### src/rtl/button_debouncer.sv
// Push-button conditioner: 2-flop synchroniser, stability-qualified level FSM, press/release strobes.
// Optional auto-repeat on a held key is compiled in with `define DEBOUNCE_REPEAT_EN.
module button_debouncer #(
    parameter int STABLE_CYCLES = 1000000,
    parameter int ACTIVE_LOW    = 1,
    parameter int REPEAT_DELAY  = 25000000,
    parameter int REPEAT_PERIOD = 10000000
) (
    input  logic clk,
    input  logic rst,
    input  logic btn_raw,
    output logic btn_level,
    output logic press_pulse,
    output logic release_pulse,
    output logic busy
);

    localparam int MAX_SR  = (STABLE_CYCLES > REPEAT_DELAY) ? STABLE_CYCLES : REPEAT_DELAY;
    localparam int MAX_ALL = (MAX_SR > REPEAT_PERIOD) ? MAX_SR : REPEAT_PERIOD;
    localparam int CW      = $clog2(MAX_ALL) + 1;

    localparam logic [CW-1:0] STABLE_LAST = CW'(STABLE_CYCLES - 1);
`ifdef DEBOUNCE_REPEAT_EN
    localparam logic [CW-1:0] DELAY_LAST  = CW'(REPEAT_DELAY - 1);
    localparam logic [CW-1:0] PERIOD_LAST = CW'(REPEAT_PERIOD - 1);
`endif

    typedef enum logic [1:0] {IDLE, PRESS_CHK, HELD, RELEASE_CHK} state_t;

    state_t        state;
    logic [CW-1:0] cnt;
    logic          sync1, sync2;
`ifdef DEBOUNCE_REPEAT_EN
    logic          rep_phase;  // 0: waiting out REPEAT_DELAY, 1: repeating every REPEAT_PERIOD
`endif

    always_ff @(posedge clk) begin
        if (rst) begin
            sync1         <= 1'b0;
            sync2         <= 1'b0;
            state         <= IDLE;
            cnt           <= '0;
            btn_level     <= 1'b0;
            press_pulse   <= 1'b0;
            release_pulse <= 1'b0;
            busy          <= 1'b0;
`ifdef DEBOUNCE_REPEAT_EN
            rep_phase     <= 1'b0;
`endif
        end else begin
            sync1         <= btn_raw ^ (ACTIVE_LOW != 0);
            sync2         <= sync1;
            press_pulse   <= 1'b0;
            release_pulse <= 1'b0;
            case (state)
                IDLE: begin
                    if (sync2) begin
                        if (STABLE_CYCLES == 1) begin
                            state       <= HELD;
                            cnt         <= '0;
                            btn_level   <= 1'b1;
                            press_pulse <= 1'b1;
`ifdef DEBOUNCE_REPEAT_EN
                            rep_phase   <= 1'b0;
`endif
                        end else begin
                            state <= PRESS_CHK;
                            cnt   <= CW'(1);
                            busy  <= 1'b1;
                        end
                    end
                end
                PRESS_CHK: begin
                    if (!sync2) begin
                        state <= IDLE;
                        cnt   <= '0;
                        busy  <= 1'b0;
                    end else if (cnt == STABLE_LAST) begin
                        state       <= HELD;
                        cnt         <= '0;
                        busy        <= 1'b0;
                        btn_level   <= 1'b1;
                        press_pulse <= 1'b1;
`ifdef DEBOUNCE_REPEAT_EN
                        rep_phase   <= 1'b0;
`endif
                    end else begin
                        cnt <= cnt + CW'(1);
                    end
                end
                HELD: begin
                    if (!sync2) begin
                        if (STABLE_CYCLES == 1) begin
                            state         <= IDLE;
                            cnt           <= '0;
                            btn_level     <= 1'b0;
                            release_pulse <= 1'b1;
                        end else begin
                            state <= RELEASE_CHK;
                            cnt   <= CW'(1);
                            busy  <= 1'b1;
                        end
                    end else begin
`ifdef DEBOUNCE_REPEAT_EN
                        if ((!rep_phase && cnt == DELAY_LAST) || (rep_phase && cnt == PERIOD_LAST)) begin
                            press_pulse <= 1'b1;
                            cnt         <= '0;
                            rep_phase   <= 1'b1;
                        end else begin
                            cnt <= cnt + CW'(1);
                        end
`else
                        cnt <= '0;
`endif
                    end
                end
                RELEASE_CHK: begin
                    if (sync2) begin
                        state     <= HELD;
                        cnt       <= '0;
                        busy      <= 1'b0;
`ifdef DEBOUNCE_REPEAT_EN
                        rep_phase <= 1'b0;
`endif
                    end else if (cnt == STABLE_LAST) begin
                        state         <= IDLE;
                        cnt           <= '0;
                        busy          <= 1'b0;
                        btn_level     <= 1'b0;
                        release_pulse <= 1'b1;
                    end else begin
                        cnt <= cnt + CW'(1);
                    end
                end
                default: begin
                    state <= IDLE;
                    cnt   <= '0;
                    busy  <= 1'b0;
                end
            endcase
        end
    end

endmodule

### config.mk
export PLATFORM = sky130hd
export DESIGN_NAME = button_debouncer
export DESIGN_NICKNAME = d
export VERILOG_FILES = /design/src/rtl/button_debouncer.sv
export SDC_FILE = /design/constraint.sdc
export NUM_CORES = 1
export LEC_CHECK = 0
export ABC_CLOCK_PERIOD_IN_PS = 2450
export CAP_MARGIN = 20
export CORE_AREA = 4 4 48 71
export CTS_CLUSTER_SIZE = 14
export DETAILED_ROUTE_END_ITERATION = 8
export DIE_AREA = 0 0 52 75
export DONT_BUFFER_PORTS = 1
export PLACE_DENSITY = 0.76
export REMOVE_ABC_BUFFERS = 1
export SYNTH_ARGS = -nofsm -noshare
export SYNTH_HDL_FRONTEND = slang
export SYNTH_SLANG_ARGS = --single-unit
### constraint.sdc
create_clock -name clk -period 2.45 [get_ports clk]
set_input_delay 0.49 -clock clk [delete_from_list [all_inputs] [get_ports clk]]
set_output_delay 0.49 -clock clk [all_outputs]
set_load 0.01 [all_outputs]
Yosys cells after proc, flatten, opt, wreduce, memory -nomap -nowiden
Cells that the tools add are included.
Storage, ports and cells
  register bits: 34
  input port bits: 3
  output and inout port bits: 4
Operators by class
  add/subtract/negate cells: 1
  eq/ne operators: 12
  multiplexer cells: 25
  bitwise gates (word level): 4
  reductions and logical operators: 7
Operators by type and width (number)
  two-way mux 26 bit: 4
  case mux 26 bit (4 select lines): 1
  adder 26 x 1 -> 26 bit, second input constant: 1
  == test 26 x 20 -> 1 bit, second input constant: 1
  two-way mux 2 bit: 6
  inequality test 2 bit, second input constant: 6
  two-way mux 1 bit: 11
  case mux 2 bit (4 select lines): 1
  inequality test 3 bit, second input constant: 2
  OR reduction 3 bit: 2
  AND reduction 5 bit: 1
  == test 2 bit, second input constant: 2
  NOT 1 bit: 4
  case mux 1 bit (4 select lines): 1
  AND reduction 4 bit: 1
  == test 2 x 1 -> 1 bit, second input constant: 1
  zero test 2 bit: 1
  case mux 1 bit (2 select lines): 1
  AND reduction 2 bit: 1
  nonzero test 2 bit: 1

Depth between registers and ports, before layout
Gate-level depths: netlist (run 1).
  word-level depth: 4
  mapped depth: 9
  gate-level depth less buffers: 6

Least setup slack after synthesis (run 1)
OpenSTA, ideal clock, no wires.
  path kind: register -> register
  from: reg cnt[0]
  to: reg cnt[17]
  data arrival time: 1.979 ns
  data required time: 2.328 ns
  path slack: 0.349 ns
  cell stages (with the launch flop): 9
  path buffers: 3
  clock period less this slack: 2.101 ns
  cell sequence: dfxtp_1 -> ha_1 -> nand3_2 -> or2_1 -> buf_6 -> o311a_2 -> buf_2 -> buf_2 -> a221o_1
Between the ends
  cells in the longest elaborated chain, start to end: 4
  elaborated cells between the ends (all ways): 6
  those cells by class: add/sub (1); eq/ne (1); mux (4)
Ends and longest elaborated chain
  start: declaration: RTL line 31  | logic [CW-1:0] cnt;
  start signal: assignment: RTL line 88  | cnt <= cnt + CW'(1);
  start signal: assignment: RTL line 132  | cnt <= cnt + CW'(1);
  adder 26 x 1 -> 26 bit or == test 26 x 20 -> 1 bit (tied branches)
  two-way mux 26 bit *: RTL line 78, 125
  two-way mux 26 bit (on tied branches): RTL line 118, 74
  case mux 26 bit (4 select lines) *: RTL line 55  | case (state)
Mark *: on every way between the ends. The rest lies on a longest branch, timed or not.
A chain may end at the register's enable or synchronous reset.

Worst setup path after layout (run 1)
  from: reg cnt[0]
  to: reg cnt[20]
The elaborated chain is that of the path after synthesis.

==> results of run 1 <==
state kept, by name (all words and copies together), names as in the netlist, named ones only:
signal         cells
cnt               26
btn_level          1
busy               1
press_pulse        1
release_pulse      1
state              1
sync1              1
sync2              1
final timing paths:
check | slack, ns | from | to | cells past startpoint
setup / recovery | 0.15 | cnt[0] | cnt[20] | 7
hold / removal | 0.27 | btn_raw | sync1 | 1
setup reg to reg | 0.15 | cnt[0] | cnt[20] | 7
hold reg to reg | 0.44 | sync1 | sync2 | 1
stage by stage:
step | std cells | util, % | area [um2]
detailed placement | 235 | 60.48 | 1725
global route | 241 | 63.38 | 1808
CTS | 241 | 63.38 | 1808
global placement | 235 | 60.48 | 1725
finish | 241 | 63.38 | 1808
floorplan | 188 | - | 1617
cell usage in the layout, fill, tap and decap left out, types with 2 or more instances in the layout:
cell type / instances
nand4_1: 6
a221o_1: 2
a41oi_1: 2
clkbuf_8: 6
and4_1: 3
nand2b_1: 4
nor4_1: 6
a31oi_1: 19
nand2_1: 18
a21oi_1: 15
buf_4: 8
and3_1: 3
dfxtp_1: 34
nor2_1: 11
nor4b_1: 3
xor2_1: 2
a21o_1: 3
nor3_1: 4
o2bb2ai_1: 2
mux2i_1: 2
o21ai_0: 6
nand3_1: 12
nor2b_1: 2
inv_1: 6
cells by family (layout without fill, tap and decap cells):
| group | count (synthesis) | in the layout | share of synthesized area (%) |
|---|---|---|---|
| buffers and inverters | 18 | 20 | 5.489 |
| AO/OA/AOI/OAI | 57 | 57 | 22.18 |
| AND/OR/NAND/NOR | 85 | 85 | 28.49 |
| multiplexers | 2 | 2 | 1.187 |
| flip-flops | 34 | 34 | 40.36 |
| XOR/XNOR | 3 | 3 | 1.558 |
| adder cells (fa/ha/maj) | 1 | 1 | 0.7417 |
worst max-delay path: stages (launching register included):
cell     delay [ns]
dfxtp_1        0.39
ha_1           0.23
nand3_2        0.12
or2_1          0.34
o311a_2        0.59
buf_4          0.25
a31oi_1        0.18
a31oi_1        0.06
layout make-up:
| class | instances | area, um2 |
|---|---|---|
| Timing Repair Buffer | 8 | 60.06 |
| Multi-Input combinational cell | 148 | 913.4 |
| Clock buffer | 6 | 82.58 |
| Sequential cell | 34 | 680.7 |
| Inverter | 6 | 22.52 |
| Tap cell | 39 | 48.80 |
| Fill cell | 250 | 1045 |
power by group through the flow:
stage	combinational, mW	sequential (mW)	clock (mW)
after floorplan	0.0200	0.576	0
after global placement	0.0287	0.577	0
after detailed placement	0.0301	0.577	0
after CTS	0.0302	0.565	0.413
after global routing	0.0335	0.565	0.430
final	0.0303	0.565	0.400
routing by layer:
| layer | part of all wire, % | track usage [%] | wire length (um) | vias up |
|---|---|---|---|---|
| met1 | 40 | 23.82 | 1525 | 709 |
| met4 | 2.6 | 12.83 | 98 | 0 |
| met5 | 0 | 0 | 0 | - |
| met2 | 52 | 37.62 | 1968 | 54 |
| met3 | 5.5 | 5.743 | 211 | 10 |
| li1 | - | - | - | 761 |
==> flow_summary.yaml, run 1 <==
global_route:
  grt_use_total_pct: 21.88
  grt_pass1_wl_mm: 6.334
  overflow: 0
  grt_pass1_vias: 1428
  grt_max_degree: 25
  antenna_found_initial: 0
drt:
  ant_nets: 0
  post-route-drc-count: 0
  routed_wl_mm: 3.803
  first_pass_iters: 6
  avgRoutedWirePerCell_um: 15.78
  num_vias: 1534
  viasPerCell: 6.365
  drt_iter0_drc: 76
clock_tree:
  cts_setup_buffers: 0
  clkTransAtPathRegs_ns: 0.06
  hold_buffers: 0
  cts_buffer_depth: 2
  cts_buffers: 5
  root_buffer: "clkbuf_8"
  clock-sinks: 34
  htree_levels: 2
  clock_latency_ns: 0.29
  cts_resized: 0
  cts_tree: "done"
timing:
  hold_viol: 0
  rsz0062_at_grt: "no"
  max_freq_ghz: 0.4357
  period_share_pct: 93.69
  hold_slack_ns: 0.2692
  finalCriticalPeriod_ns: 2.295
  setup_viol: 0
  max_slew.worst_pin.slew_ns: 0.6196
  final_max_slew_viol_count: 0
  slew_headroom_pct: 58.31
  final.setup.tns_ns: 0
  fin_ws_ns: 0.1547
  fin_skew_ns: 0.008391
synth:
  ys_seq_elements: 34
  yosys.area.top_type: "dfxtp_1"
  netlist_area_um2: 1687
  yosys.area.top_type_share_pct: 40.36
  syn_inst: 200
  synth-main-ff-cell: "dfxtp_1"
  synth.avg_cell_area_um2: 8.433
  ys_types: 49
  seq_area_frac_synth_pct: 40.36
  async_flop_share_pct: 0
  yosysMostFrequentCell: "dfxtp_1"
  yosys-top-cells-count: "34 x dfxtp_1, 19 x a31oi_1, 18 x nand2_1"
  yosysWarnings: 0
  synth-edff-count: 0
  synth_area_leaders: "dfxtp_1 40%, a31oi_1 7.0%, a21oi_1 4.5%"
place:
  io_buffers: 0
  pre_cts_ws_ns: 0.2139
  gp_congestion: 0.9440
  dpl.hpwl_mm: 2.715
finish:
  antenna_cells: 0
  layout-drive-gt1-share_pct: 11.39
  syn2layout_area_growth_pct: 7.196
  fin_nets: 207
floorplanning:
  core_area_um2: 2853
  die_area_um2: 3900
  top_level_ports: 7
  num_rows: 24
  die_x_um: 52
  initial_core_util_pct: 59.12
  fp.dieH_um: 75
pwr:
  clock_power_share_pct: 40.2
  ir_drop_uv: 437.3
  total_power_mw: 0.9950
  seq_power_share_pct: 56.8
  power.density_nw_per_um2: 550.3
  p_int_mw: 0.7861
  switching_share_pct: 21.00
  comb_power_share_pct: 3.0
  switchingPower_mw: 0.2089
  leakage_nw: 0.6051
job:
  cap_violations: 0
worst_setup_path:
  crit_fanout: 24
  arrival_ns: 2.44
  cp-start-kind: "flop"
  critPathKind: "reg -> reg"
  cp.required_ns: 2.59
  crit_path_end_kind: "flop"
worst_hold_path:
  hp-class: "in -> reg"
outcome:
  status: "finished clean"
Power figures use the tool's default switching activity.
==> inputs of run 2 (changes only) <==
--- a/config.mk
+++ b/config.mk
@@ -12,7 +12,7 @@
 export DETAILED_ROUTE_END_ITERATION = 8
 export DIE_AREA = 0 0 52 75
 export DONT_BUFFER_PORTS = 1
-export PLACE_DENSITY = 0.76
+export PLACE_DENSITY = 0.78
 export REMOVE_ABC_BUFFERS = 1
 export SYNTH_ARGS = -nofsm -noshare
 export SYNTH_HDL_FRONTEND = slang
==> flow_summary.yaml, run 2 (same netlist as run 1, synthesis figures left out) <==
timing:
  max_slew.worst_pin.slew_ns: 0.5844
  rsz0062_at_grt: "no"
  final.setup.tns_ns: 0
  max_freq_ghz: 0.4454
  final_max_slew_viol_count: 0
  fin_skew_ns: 0.008625
  finalCriticalPeriod_ns: 2.245
  period_share_pct: 91.63
  slew_headroom_pct: 60.42
  setup_viol: 0
  hold_viol: 0
drt:
  ant_nets: 0
  num_vias: 1552
  viasPerCell: 6.413
  avgRoutedWirePerCell_um: 16.06
  routed_wl_mm: 3.887
  first_pass_iters: 4
  post-route-drc-count: 0
  drt_iter0_drc: 53
global_route:
  overflow: 0
  grt_pass1_wl_mm: 6.858
  antenna_found_initial: 0
  grt_use_total_pct: 23.86
  grt_pass1_vias: 1498
  grt_max_degree: 27
place:
  dpl.hpwl_mm: 2.812
  gp_congestion: 0.8998
  io_buffers: 0
  dp_cells: 236
finish:
  nFillCells: 239
  regMostFlops: "cnt"
  largest_reg_flops: 26
  layout-drive-gt1-share_pct: 11.82
  multi_input_area_um2: 923.4
  instances_no_fill: 242
  fin_nets: 208
  antenna_cells: 0
  syn2layout_area_growth_pct: 8.234
  final_cell_mix: "34 x dfxtp_1, 19 x a31oi_1, 18 x nand2_1, 15 x a21oi_1, 12 x nand3_1"
  regArea_um2: 680.7
  layout_commonest_cell: "dfxtp_1"
clock_tree:
  cts_buffer_depth: 2
  htree_levels: 2
  clock_latency_ns: 0.29
  clock-sinks: 34
  hold_buffers: 0
  cts_tree: "done"
  clkTransAtPathRegs_ns: 0.06
  cts_buffers: 5
  root_buffer: "clkbuf_8"
floorplanning:
  fp.dieH_um: 75
  core_area_um2: 2853
  die_area_um2: 3900
  die_x_um: 52
  num_rows: 24
  top_level_ports: 7
  initial_core_util_pct: 59.12
worst_hold_path:
  hp-class: "in -> reg"
worst_setup_path:
  cp-start-kind: "flop"
  critPathMaxStageDelay_ns: 0.61
  cp.required_ns: 2.68
  crit_path_end_kind: "flop"
  cp_cell_sequence: "ha_1 > nand3_2 > or2_1 > or4_4 > or4_1 > nand3_1"
  critPathKind: "reg -> reg"
  arrival_ns: 2.48
  crit_fanout: 9
  slowest_stage: "or4_4"
pwr:
  power.density_nw_per_um2: 547.4
  ir_drop_uv: 565.2
  leakage_nw: 0.6237
outcome:
  status: "finished clean"
job:
  cap_violations: 0
-- run 2: cell types whose count changed in the layout (fill, tap and decap cells not counted) --
cell,before,now
o311a_4,0,1
buf_4,8,9
o311a_2,1,0
-- run 2: cell type report --
class,instances,share of cell area [%]
multi-input cells,148,50.58
flip-flops and latches,34,37.29
clock buffers,6,4.524
repair buffers,9,3.701
well taps,39,2.673
inverters,6,1.234
-- run 2: through the flow --
stage                     area (um2)  worst slack (ns)  utilization [%]  total power, mW  hold WS, ns
after floorplan                 1617            0.1447                -           0.5962       0.4138
after global placement          1733            0.2824            60.75           0.6062       0.4322
after detailed placement        1733            0.2019            60.75           0.6081       0.4500
after CTS                       1815            0.2000            63.64            1.011       0.2551
after global routing            1826           0.08858            63.99            1.037       0.2536
final                           1826            0.2050            63.99           0.9994       0.2666
-- run 2: final timing paths --
check	from	to	slack [ns]	depth (start not counted)
max	cnt[0]	cnt[18]	0.21	6
min	rst	flop	0.27	1
max reg2reg	cnt[0]	cnt[18]	0.21	6
min reg2reg	sync1	sync2	0.45	1
-- run 2: power by group --
group | switching, mW | internal (mW)
logic | 0.0194 | 0.0116
clock network | 0.187 | 0.216
registers | 0.00641 | 0.558
total | 0.213 | 0.786
-- run 2: worst max-delay path: cells and delay by family, from the launching register on --
kind | cells | cell delay [ns]
adder cells (fa/ha/maj) | 1 | 0.22
flip-flops | 1 | 0.38
AND/OR/NAND/NOR | 5 | 1.61
-- run 2: repair_timing --
action,in CTS,in global routing
buffers inserted,0,0
endpoints found under the setup margin,0,1
resized for setup,0,1
-- run 2: routing by layer --
layer	part of all wire [%]	global-route usage, %	vias up	wire length (um)
li1	-	-	761	-
met1	39	25.62	725	1528
met2	51	40.84	51	1985
met3	5.1	5.941	15	200
met4	4.4	15.74	0	172
met5	0	0	-	0
==> inputs of run 3 (changes only) <==
--- a/config.mk
+++ b/config.mk
@@ -14,6 +14,7 @@
 export DONT_BUFFER_PORTS = 1
 export PLACE_DENSITY = 0.78
 export REMOVE_ABC_BUFFERS = 1
+export SLEW_MARGIN = 0
 export SYNTH_ARGS = -nofsm -noshare
 export SYNTH_HDL_FRONTEND = slang
 export SYNTH_SLANG_ARGS = --single-unit
==> results of run 3 <==
Final layout, timing and power as in run 2 (identical DEF).
